`src/rtl/uart_pkg.sv`:
```
// Shared definitions for the configurable UART receiver: FSM state encodings,
// parity-mode constants and the 3-sample majority helper.
package uart_pkg;

  typedef enum logic [2:0] {
    ST_IDLE   = 3'd0,
    ST_START  = 3'd1,
    ST_DATA   = 3'd2,
    ST_PARITY = 3'd3,
    ST_STOP   = 3'd4,
    ST_DONE   = 3'd5,
    ST_BREAK  = 3'd6
  } state_t;

  localparam int PAR_NONE = 0;
  localparam int PAR_ODD  = 1;
  localparam int PAR_EVEN = 2;

  function automatic logic maj3(input logic [2:0] s);
    return (s[0] & s[1]) | (s[0] & s[2]) | (s[1] & s[2]);
  endfunction

endpackage

```
`src/rtl/uart_rx_sampler.sv`:
```
// RX pin synchroniser and majority-vote window; the vote combines the two
// stored window samples with the live synchronised value.
module uart_rx_sampler
  import uart_pkg::*;
(
  input  logic CLK,
  input  logic RST_N,
  input  logic RX,
  input  logic sample_en,
  output logic rxs,
  output logic voted
);

  logic       r_sync1;
  logic       r_sync2;
  logic [1:0] r_win;

  always_ff @(posedge CLK or negedge RST_N) begin
    if (!RST_N) begin
      r_sync1 <= 1'b1;
      r_sync2 <= 1'b1;
      r_win   <= 2'b11;
    end else begin
      r_sync1 <= RX;
      r_sync2 <= r_sync1;
      if (sample_en)
        r_win <= {r_win[0], r_sync2};
    end
  end

  assign rxs   = r_sync2;
  assign voted = maj3({r_win, r_sync2});

endmodule

```
`src/rtl/uart_rx_cfg.sv`:
```
// Configurable UART receiver: start validation, voted data/parity/stop sampling,
// error flags and a one-cycle strobe; holds off after a framing error until idle.
module uart_rx_cfg
  import uart_pkg::*;
#(
  parameter int CLK_BAUD    = 870,
  parameter int DATA_BITS   = 8,
  parameter int PARITY_MODE = 0,
  parameter int STOP_BITS   = 1
) (
  input  logic                 CLK,
  input  logic                 RST_N,
  input  logic                 RX,
  output logic [DATA_BITS-1:0] out_bits,
  output logic                 out_valid,
  output logic                 parity_err,
  output logic                 frame_err,
  output logic                 busy
);

  localparam int CW = $clog2(CLK_BAUD);
  localparam int IW = $clog2(DATA_BITS);

  localparam logic [CW-1:0] CNT_LAST  = CW'(CLK_BAUD - 1);
  localparam logic [CW-1:0] CNT_V0    = CW'(CLK_BAUD - 3);
  localparam logic [CW-1:0] CNT_V1    = CW'(CLK_BAUD - 2);
  localparam logic [CW-1:0] CNT_MID   = CW'((CLK_BAUD - 1) / 2);
  localparam logic [IW-1:0] IDX_LAST  = IW'(DATA_BITS - 1);
  localparam logic [IW-1:0] STOP_LAST = IW'(STOP_BITS - 1);

  state_t               r_state;
  state_t               w_next;
  logic [CW-1:0]        r_cnt;
  logic [IW-1:0]        r_idx;
  logic [DATA_BITS-1:0] r_shift;
  logic                 r_par_bit;
  logic                 r_ferr_flag;
  logic [DATA_BITS-1:0] r_out_bits;
  logic                 r_valid;
  logic                 r_perr;
  logic                 r_ferr;

  logic w_rxs;
  logic w_voted;
  logic w_sample_en;
  logic w_bit_end;
  logic w_busy;
  logic w_ferr_new;

  function automatic logic parity_error(input logic [DATA_BITS-1:0] data,
                                        input logic                 pbit);
    logic x;
    x = (^data) ^ pbit;
    case (PARITY_MODE)
      PAR_ODD:  parity_error = ~x;
      PAR_EVEN: parity_error = x;
      default:  parity_error = 1'b0;
    endcase
  endfunction

  uart_rx_sampler u_sampler (
    .CLK       (CLK),
    .RST_N     (RST_N),
    .RX        (RX),
    .sample_en (w_sample_en),
    .rxs       (w_rxs),
    .voted     (w_voted)
  );

  assign w_bit_end  = (r_cnt == CNT_LAST);
  assign w_ferr_new = r_ferr_flag | ~w_voted;

  always_ff @(posedge CLK or negedge RST_N) begin
    if (!RST_N)
      r_state <= ST_IDLE;
    else
      r_state <= w_next;
  end

  always_comb begin
    w_next      = r_state;
    w_sample_en = 1'b0;
    w_busy      = 1'b1;
    case (r_state)
      ST_IDLE: begin
        w_busy = 1'b0;
        if (!w_rxs)
          w_next = ST_START;
      end
      ST_START: begin
        if (r_cnt == CNT_MID)
          w_next = w_rxs ? ST_IDLE : ST_DATA;
      end
      ST_DATA: begin
        w_sample_en = (r_cnt == CNT_V0) || (r_cnt == CNT_V1);
        if (w_bit_end && (r_idx == IDX_LAST))
          w_next = (PARITY_MODE != PAR_NONE) ? ST_PARITY : ST_STOP;
      end
      ST_PARITY: begin
        w_sample_en = (r_cnt == CNT_V0) || (r_cnt == CNT_V1);
        if (w_bit_end)
          w_next = ST_STOP;
      end
      ST_STOP: begin
        w_sample_en = (r_cnt == CNT_V0) || (r_cnt == CNT_V1);
        if (w_bit_end && (r_idx == STOP_LAST))
          w_next = ST_DONE;
      end
      ST_DONE: begin
        w_next = r_ferr_flag ? ST_BREAK : ST_IDLE;
      end
      ST_BREAK: begin
        if (w_rxs)
          w_next = ST_IDLE;
      end
      default: begin
        w_next = ST_IDLE;
      end
    endcase
  end

  // Results are latched on the final stop sample so the strobe and word appear together.
  always_ff @(posedge CLK or negedge RST_N) begin
    if (!RST_N) begin
      r_cnt       <= '0;
      r_idx       <= '0;
      r_shift     <= '0;
      r_par_bit   <= 1'b0;
      r_ferr_flag <= 1'b0;
      r_out_bits  <= '0;
      r_valid     <= 1'b0;
      r_perr      <= 1'b0;
      r_ferr      <= 1'b0;
    end else begin
      r_valid <= 1'b0;
      case (r_state)
        ST_START: begin
          if (r_cnt == CNT_MID)
            r_cnt <= '0;
          else
            r_cnt <= r_cnt + CW'(1);
        end
        ST_DATA: begin
          if (w_bit_end) begin
            r_cnt          <= '0;
            r_shift[r_idx] <= w_voted;
            if (r_idx == IDX_LAST)
              r_idx <= '0;
            else
              r_idx <= r_idx + IW'(1);
          end else begin
            r_cnt <= r_cnt + CW'(1);
          end
        end
        ST_PARITY: begin
          if (w_bit_end) begin
            r_cnt     <= '0;
            r_par_bit <= w_voted;
          end else begin
            r_cnt <= r_cnt + CW'(1);
          end
        end
        ST_STOP: begin
          if (w_bit_end) begin
            r_cnt       <= '0;
            r_ferr_flag <= w_ferr_new;
            if (r_idx == STOP_LAST) begin
              r_idx      <= '0;
              r_out_bits <= r_shift;
              r_valid    <= 1'b1;
              r_perr     <= parity_error(r_shift, r_par_bit);
              r_ferr     <= w_ferr_new;
            end else begin
              r_idx <= r_idx + IW'(1);
            end
          end else begin
            r_cnt <= r_cnt + CW'(1);
          end
        end
        default: begin
          r_cnt <= '0;
          r_idx <= '0;
          if (r_state == ST_IDLE)
            r_ferr_flag <= 1'b0;
        end
      endcase
    end
  end

  assign out_bits   = r_out_bits;
  assign out_valid  = r_valid;
  assign parity_err = r_perr;
  assign frame_err  = r_ferr;
  assign busy       = w_busy;

endmodule

```
`config.mk`:
```
export PLATFORM = sky130hd
export DESIGN_NAME = uart_rx_cfg
export DESIGN_NICKNAME = d
export VERILOG_FILES = /design/src/rtl/uart_pkg.sv /design/src/rtl/uart_rx_sampler.sv /design/src/rtl/uart_rx_cfg.sv
export SDC_FILE = /design/constraint.sdc
export NUM_CORES = 1
export LEC_CHECK = 0
export ABC_AREA = 1
export BUFFER_PORTS_ARGS = -buffer_cell sky130_fd_sc_hd__buf_2
export CAP_MARGIN = 30
export CORE_MARGIN = 2
export CORE_UTILIZATION = 38
export CTS_BUF_LIST = sky130_fd_sc_hd__clkbuf_8 sky130_fd_sc_hd__clkbuf_16
export CTS_CLUSTER_DIAMETER = 120
export DETAILED_ROUTE_END_ITERATION = 7
export REMOVE_ABC_BUFFERS = 1
export SLEW_MARGIN = 0
export SYNTH_ARGS = -nofsm -noshare
export SYNTH_HDL_FRONTEND = slang
export SYNTH_HIERARCHICAL = 1
export SYNTH_SLANG_ARGS = --single-unit
```
`constraint.sdc`:
```
create_clock -name CLK -period 2 [get_ports CLK]
set_clock_uncertainty 0.15 [all_clocks]
set_input_delay 0 -clock CLK [delete_from_list [all_inputs] [get_ports CLK]]
set_output_delay 0 -clock CLK [all_outputs]
set_load 0.01 [all_outputs]
```
=== After elaboration in Yosys (flattened, before gate mapping) ===
Cells that the tools add are included.

* Add/subtract/negate cells: 2
* $lt $le $gt $ge: 2
* Equal/unequal tests: 19
* Muxes and demuxes: 28
* Bitwise operators: 9
* Reduce and logical (&&, ||, !) cells: 15

{| class="wikitable"
|+ Operators by type and width
! kind !! number
|-
| 3-bit 2-to-1 mux || 11
|-
| 10-bit == test, second input constant || 3
|-
| 3-bit one-hot mux with 7 select lines || 1
|-
| 10-bit 2-to-1 mux || 2
|-
| 10-bit one-hot mux with 2 select lines || 1
|-
| 2-bit != test, second input constant || 7
|-
| 3-bit == test, second input constant || 4
|-
| 10-bit by 1-bit adder with 10-bit output, second input constant || 1
|-
| 10-bit by 9-bit == test with 1-bit output, second input constant || 1
|-
| 3-bit one-hot mux with 3 select lines || 1
|-
| 3-bit AND reduction || 3
|-
| 8-bit bitwise mux || 1
|-
| 1-bit 2-to-1 mux || 8
|-
| 3-bit by 2-bit == test with 1-bit output, second input constant || 2
|-
| 3-bit logical NOT || 2
|-
| 6-bit AND reduction || 1
|-
| 3-bit OR reduction || 2
|-
| 3-bit by 4-bit less-than comparator with 1-bit output, second input constant || 1
|-
| 3-bit by 1-bit adder with 3-bit output, second input constant || 1
|-
| 1-bit bitwise AND || 3
|-
| 1-bit demux with 3-bit select || 1
|-
| 3-bit by 1-bit == test with 1-bit output, second input constant || 1
|-
| 3-bit by 1-bit greater-or-equal comparator with 1-bit output, second input constant || 1
|-
| 1-bit logical AND || 3
|-
| 9 further kinds || 13
|}

* Flip-flop bits (word level): 39
* Input port bits: 3

=== Logic depth before layout (Yosys ltp) ===
* Word-level depth: 7
* Gate-level depth with buffers: 9

=== Hierarchy ===
The synthesis kept the hierarchy.

{| class="wikitable"
|+ Modules (own cells, without submodules)
! module !! instances !! cells each !! area an instance (µm²) !! sequential area each (µm²)
|-
| uart_rx_cfg || 1 || 269 || 2095.8 || 875.8
|-
| uart_rx_sampler || 1 || 14 || 146.4 || 105.1
|}

=== Worst setup path after synthesis ===
No wires, ideal clock.

* Path type: flip-flop to flip-flop
* Start: register r_idx[0]
* End: register r_state[1]
* Library setup time: 0.117 ns
* Data arrival time: 1.448 ns
* Slack: 0.285 ns
* Stages on the path, launching flop included: 10
* Cell sequence: dfrtp_1 inv_1 ha_1 nand2_1 nand3_1 nand2_1 nor2_2 nand3_1 nand2_1 nand2_1

* Longest elaborated chain between the ends: 4
* Elaborated cells on any way between the ends: 7
* Classes of those cells: eq/ne: 3; reduce/logical: 4

{| class="wikitable"
|+ Ends and longest elaborated chain
! what !! RTL line !! RTL
|-
| start, declared || uart_rx_cfg.sv:34 || <nowiki>logic [IW-1:0] r_idx;</nowiki>
|-
| start signal, assigned || uart_rx_cfg.sv:150 || <nowiki>r_idx <= r_idx + IW'(1);</nowiki>
|-
| start signal, assigned || uart_rx_cfg.sv:174 || <nowiki>r_idx <= r_idx + IW'(1);</nowiki>
|-
| 3-bit == test or 3-bit logical NOT (tied branches) || uart_rx_cfg.sv:96, uart_rx_cfg.sv:106 ||
|-
| 1-bit logical AND, on equally long branches || uart_rx_cfg.sv:96, uart_rx_cfg.sv:106 ||
|-
| 2-bit != test (no source line) || -- ||
|-
| 6-bit AND reduction (no source line) (*) || -- ||
|-
| end signal, assigned || uart_rx_cfg.sv:77 || <nowiki>r_state <= w_next;</nowiki>
|-
| end, declared || uart_rx_cfg.sv:31 || <nowiki>state_t r_state;</nowiki>
|}

Every way passes the cells marked *; elsewhere a longest branch is shown, timed or not.
A chain may end at the register's enable or synchronous reset.

=== Worst setup path after layout ===
* Start: register r_cnt[1]
* End: register r_out_bits[6], in the netlist out_bits[6]

* Longest elaborated chain between the ends: 2

{| class="wikitable"
|+ Ends and longest elaborated chain
! what !! RTL line !! RTL
|-
| start, declared || uart_rx_cfg.sv:33 || <nowiki>logic [CW-1:0] r_cnt;</nowiki>
|-
| start signal, assigned || uart_rx_cfg.sv:141 || <nowiki>r_cnt <= r_cnt + CW'(1);</nowiki>
|-
| start signal, assigned || uart_rx_cfg.sv:152 || <nowiki>r_cnt <= r_cnt + CW'(1);</nowiki>
|-
| start signal, assigned || uart_rx_cfg.sv:160 || <nowiki>r_cnt <= r_cnt + CW'(1);</nowiki>
|-
| 10-bit == test || uart_rx_cfg.sv:70 || <nowiki>assign w_bit_end = (r_cnt == CNT_LAST);</nowiki>
|-
| 3-bit AND reduction (no source line) || -- ||
|-
| end signal, assigned || uart_rx_cfg.sv:169 || <nowiki>r_out_bits <= r_shift;</nowiki>
|-
| end, declared || uart_rx_cfg.sv:38 || <nowiki>logic [DATA_BITS-1:0] r_out_bits;</nowiki>
|}

Every way passes these cells.

==> flow_metrics.tcl <==
set metrics [dict create \
    yosysTopAreaCell "dfrtp_1" \
    dp_hpwl_microns 3201 \
    cts_setup_buffers 0 \
    start_kind "register" \
    r2r_start "r_cnt[1]" \
    yosysWarnings 6 \
    start_util_pct 39.98 \
    rsz0062_at_grt "false" \
    grt_max_degree 40 \
    final_area_sq_um 2535 \
    hold_viol_final 0 \
    n_antenna_cell 0 \
    status "finished, final reports clean" \
    clock_latency_ps 290 \
    cp-startpoint "r_cnt[1]" \
    drtAntennaViolNets 0 \
    synth-seq-cells 39 \
    fin_crit_ps 1795 \
    placed_cell_area_sq_um 2397 \
    die_w_microns 80.82 \
    dieArea_sq_um 6531 \
    wire_per_inst_microns 11.69 \
    multiInputGateArea_sq_um 1104 \
    syn_area_per_cell_sq_um 7.923 \
    crit_chain "inv_1 > ha_1 > nand3_4 > nor2_8 > nand4_2 > nand2_1 > nand2_1" \
    cts_tree "done" \
    cpPeakStageDelay_ps 410 \
    worst_slew_pin_slew_ps 849.9 \
    cp-end-kind "register" \
    irDropWorstVdd_uv 307.2 \
    setup_tns_ps 0 \
    place_congestion 0.7886 \
    grt_antenna_before_repair 0 \
    vias_per_cell 4.807 \
    grt_pass1_wl_microns 7790 \
    r2r_slack_ps 200 \
    ys.flop_type "dfrtp_1" \
    synth-edff-count 0 \
    r2r-end "out_bits[6]" \
    drv_cap 0 \
    synthTopCellsByCount "nand2_1, dfrtp_1, nor2_1, inv_1, nand3_1" \
    final.fill_count 580 \
    relSlewSlack_pct 43.34 \
    setup_violations 0 \
    synth_top_area_share_pct 39.06 \
    drc_errors 0 \
    hp-class "input pin to asynchronous set/reset pin" \
    routed_wl_microns 4419 \
    synth_cells 283 \
    cpMaxStageDelayCell "dfrtp_1" \
    fin_crit_sh_pct 89.75 \
    synth_cell_types 29 \
    path_class "register to register" \
    path_clk_slew_ps 80 \
    area_growth_pct 13.06 \
    yosysSeqAreaShare_pct 43.75 \
    first_pass_iters 4 \
    r2r_cells 7 \
    cts.sinks 39 \
    clock.fmax_ghz 0.5571 \
    crit_top_cell "nand2_1" \
    portBuffers 13 \
    seq_area_sq_um 980.9 \
    cp.arrival_ps 1830 \
    synthTopCellsByArea "dfrtp_1, nand2_1, nand3_1, nor2_1, dfstp_2" \
    async_flop_share_pct 100.0 \
    design_power_total_mw 1.500 \
    nets 315 \
    synthesis.area_sq_um 2242 \
    ctsRootBufferMaster "clkbuf_8" \
    p_per_area_nw_per_um2 591.6 \
    drt_iter0_drc 105 \
    die_y_microns 80.82 \
    synth.most_common_cell "nand2_1" \
    cts-buffers-inserted 5 \
    fin_hold_ws_ps 206.1 \
    htree_levels 2 \
    required_ps 2030 \
    leakage_nw 1.313 \
    pin_count 15 \
    grt_pass1_vias 1662 \
    vias 1817 \
    drive_gt1_share_pct 17.97 \
    cts.path.max_buffers 2 \
    grt_overflow 0 \
    coreArea_sq_um 5608 \
    rows 27 \
    track_usage_pct 15.25 \
    postLayoutCoreUtil_pct 45.20 \
    worstPathMaxFanout 10 \
    slew_violations 0 \
]
-- what timing repair did --
item	4_1_cts	5_1_grt
resized for setup	0	0
hold endpoints to repair	36	0
hold buffers	2	0
-- logic make-up (layout without fill, tap and decap cells) --
family,Yosys count,count (layout),synth area share (%)
AO/OA/AOI/OAI,12,12,2.957
buffers and inverters,38,61,7.031
adder cells (fa/ha/maj),7,7,3.906
AND/OR/NAND/NOR,185,185,41.80
XOR/XNOR,1,1,0.3907
flip-flops,39,39,43.75
other,1,1,0.1673
-- critical path: cells and delay by family, from the launching register on --
| family | cells | cell delay [ps] |
|---|---|---|
| simple gates | 5 | 820 |
| flops | 1 | 410 |
| fa+ha+maj | 1 | 210 |
| buf+inv | 1 | 90 |
-- worst max-delay path by stage --
stage,to,slack (ps),cells after the start
after floorplan,r_state[0],280,9
after global placement,out_bits[7],220,7
after detailed placement,out_bits[6],200,7
after CTS,out_bits[6],150,7
after global routing,r_state[0],6,9
final,out_bits[6],200,7
-- stage by stage --
stage	instances	worst slack [ps]
after floorplan	279	282.8
after global placement	368	224.5
after detailed placement	368	197.2
after CTS	378	151.3
after global routing	378	6.439
final	378	204.9
-- routing by layer --
layer / GRT usage [%] / up-vias / routed length [microns]
li1: - / 950 / -
met1: 23.21 / 830 / 2362
met2: 21.57 / 33 / 1871
met3: 2.778 / 4 / 137
met4: 5.254 / 0 / 48
met5: 0 / - / 0
-- where the power goes --
| part | total, mW | switching, mW | internal [mW] |
|---|---|---|---|
| clock | 0.685 | 0.282 | 0.404 |
| sequential | 0.794 | 0.00185 | 0.792 |
| combinational | 0.0207 | 0.0165 | 0.00420 |
-- sequential cells by signal (all words and copies together), names as in the netlist --
register	cells
r_idx	3
r_shift	8
out_bits	8
frame_err	1
r_cnt	10
u_sampler/r_win	2
u_sampler/rxs	1
r_ferr_flag	1
r_state	3
out_valid	1
u_sampler/r_sync1	1
-- cell type report --
class                   count  share of cell area, %
multi-input cells         206                  43.53
flip-flops and latches     39                  38.70
inverters                  34                  5.035
repair buffers             19                  4.541
well taps                  72                  3.554
clock buffers               6                  3.258
clock inverters             2                  1.382
-- cells in the final DEF, fill, tap and decap left out --
cell type      netlist  routed
nor2_8               3       3
o21ai_0              5       5
clkbuf_8             0       6
conb_1               1       1
nand2_8              1       1
inv_1               28      28
xor2_1               1       1
nand3b_1             1       1
inv_2                5       5
nor4_1               1       1
dlygate4sd3_1        0       2
nand2_1             90      90
nor2_1              31      31
dfrtp_1             35      35
nand4_1             13      13
a21oi_1              2       2
clkinv_2             0       1
buf_4                4       4
a21boi_0             1       1
nand3_2              9       9
ha_1                 7       7
nor2_4               1       1
nand4_2              2       2
o21ai_2              1       1
clkinv_1             1       1
dfstp_2              4       4
nor3_1               2       2
o21ai_1              3       3
nand2_2              1       1
buf_2                0      13
nand3_4              1       1
nand3_1             27      27
nor2_2               2       2
bufinv_16            0       1
Note: power is estimated with default switching activity, not from simulation.
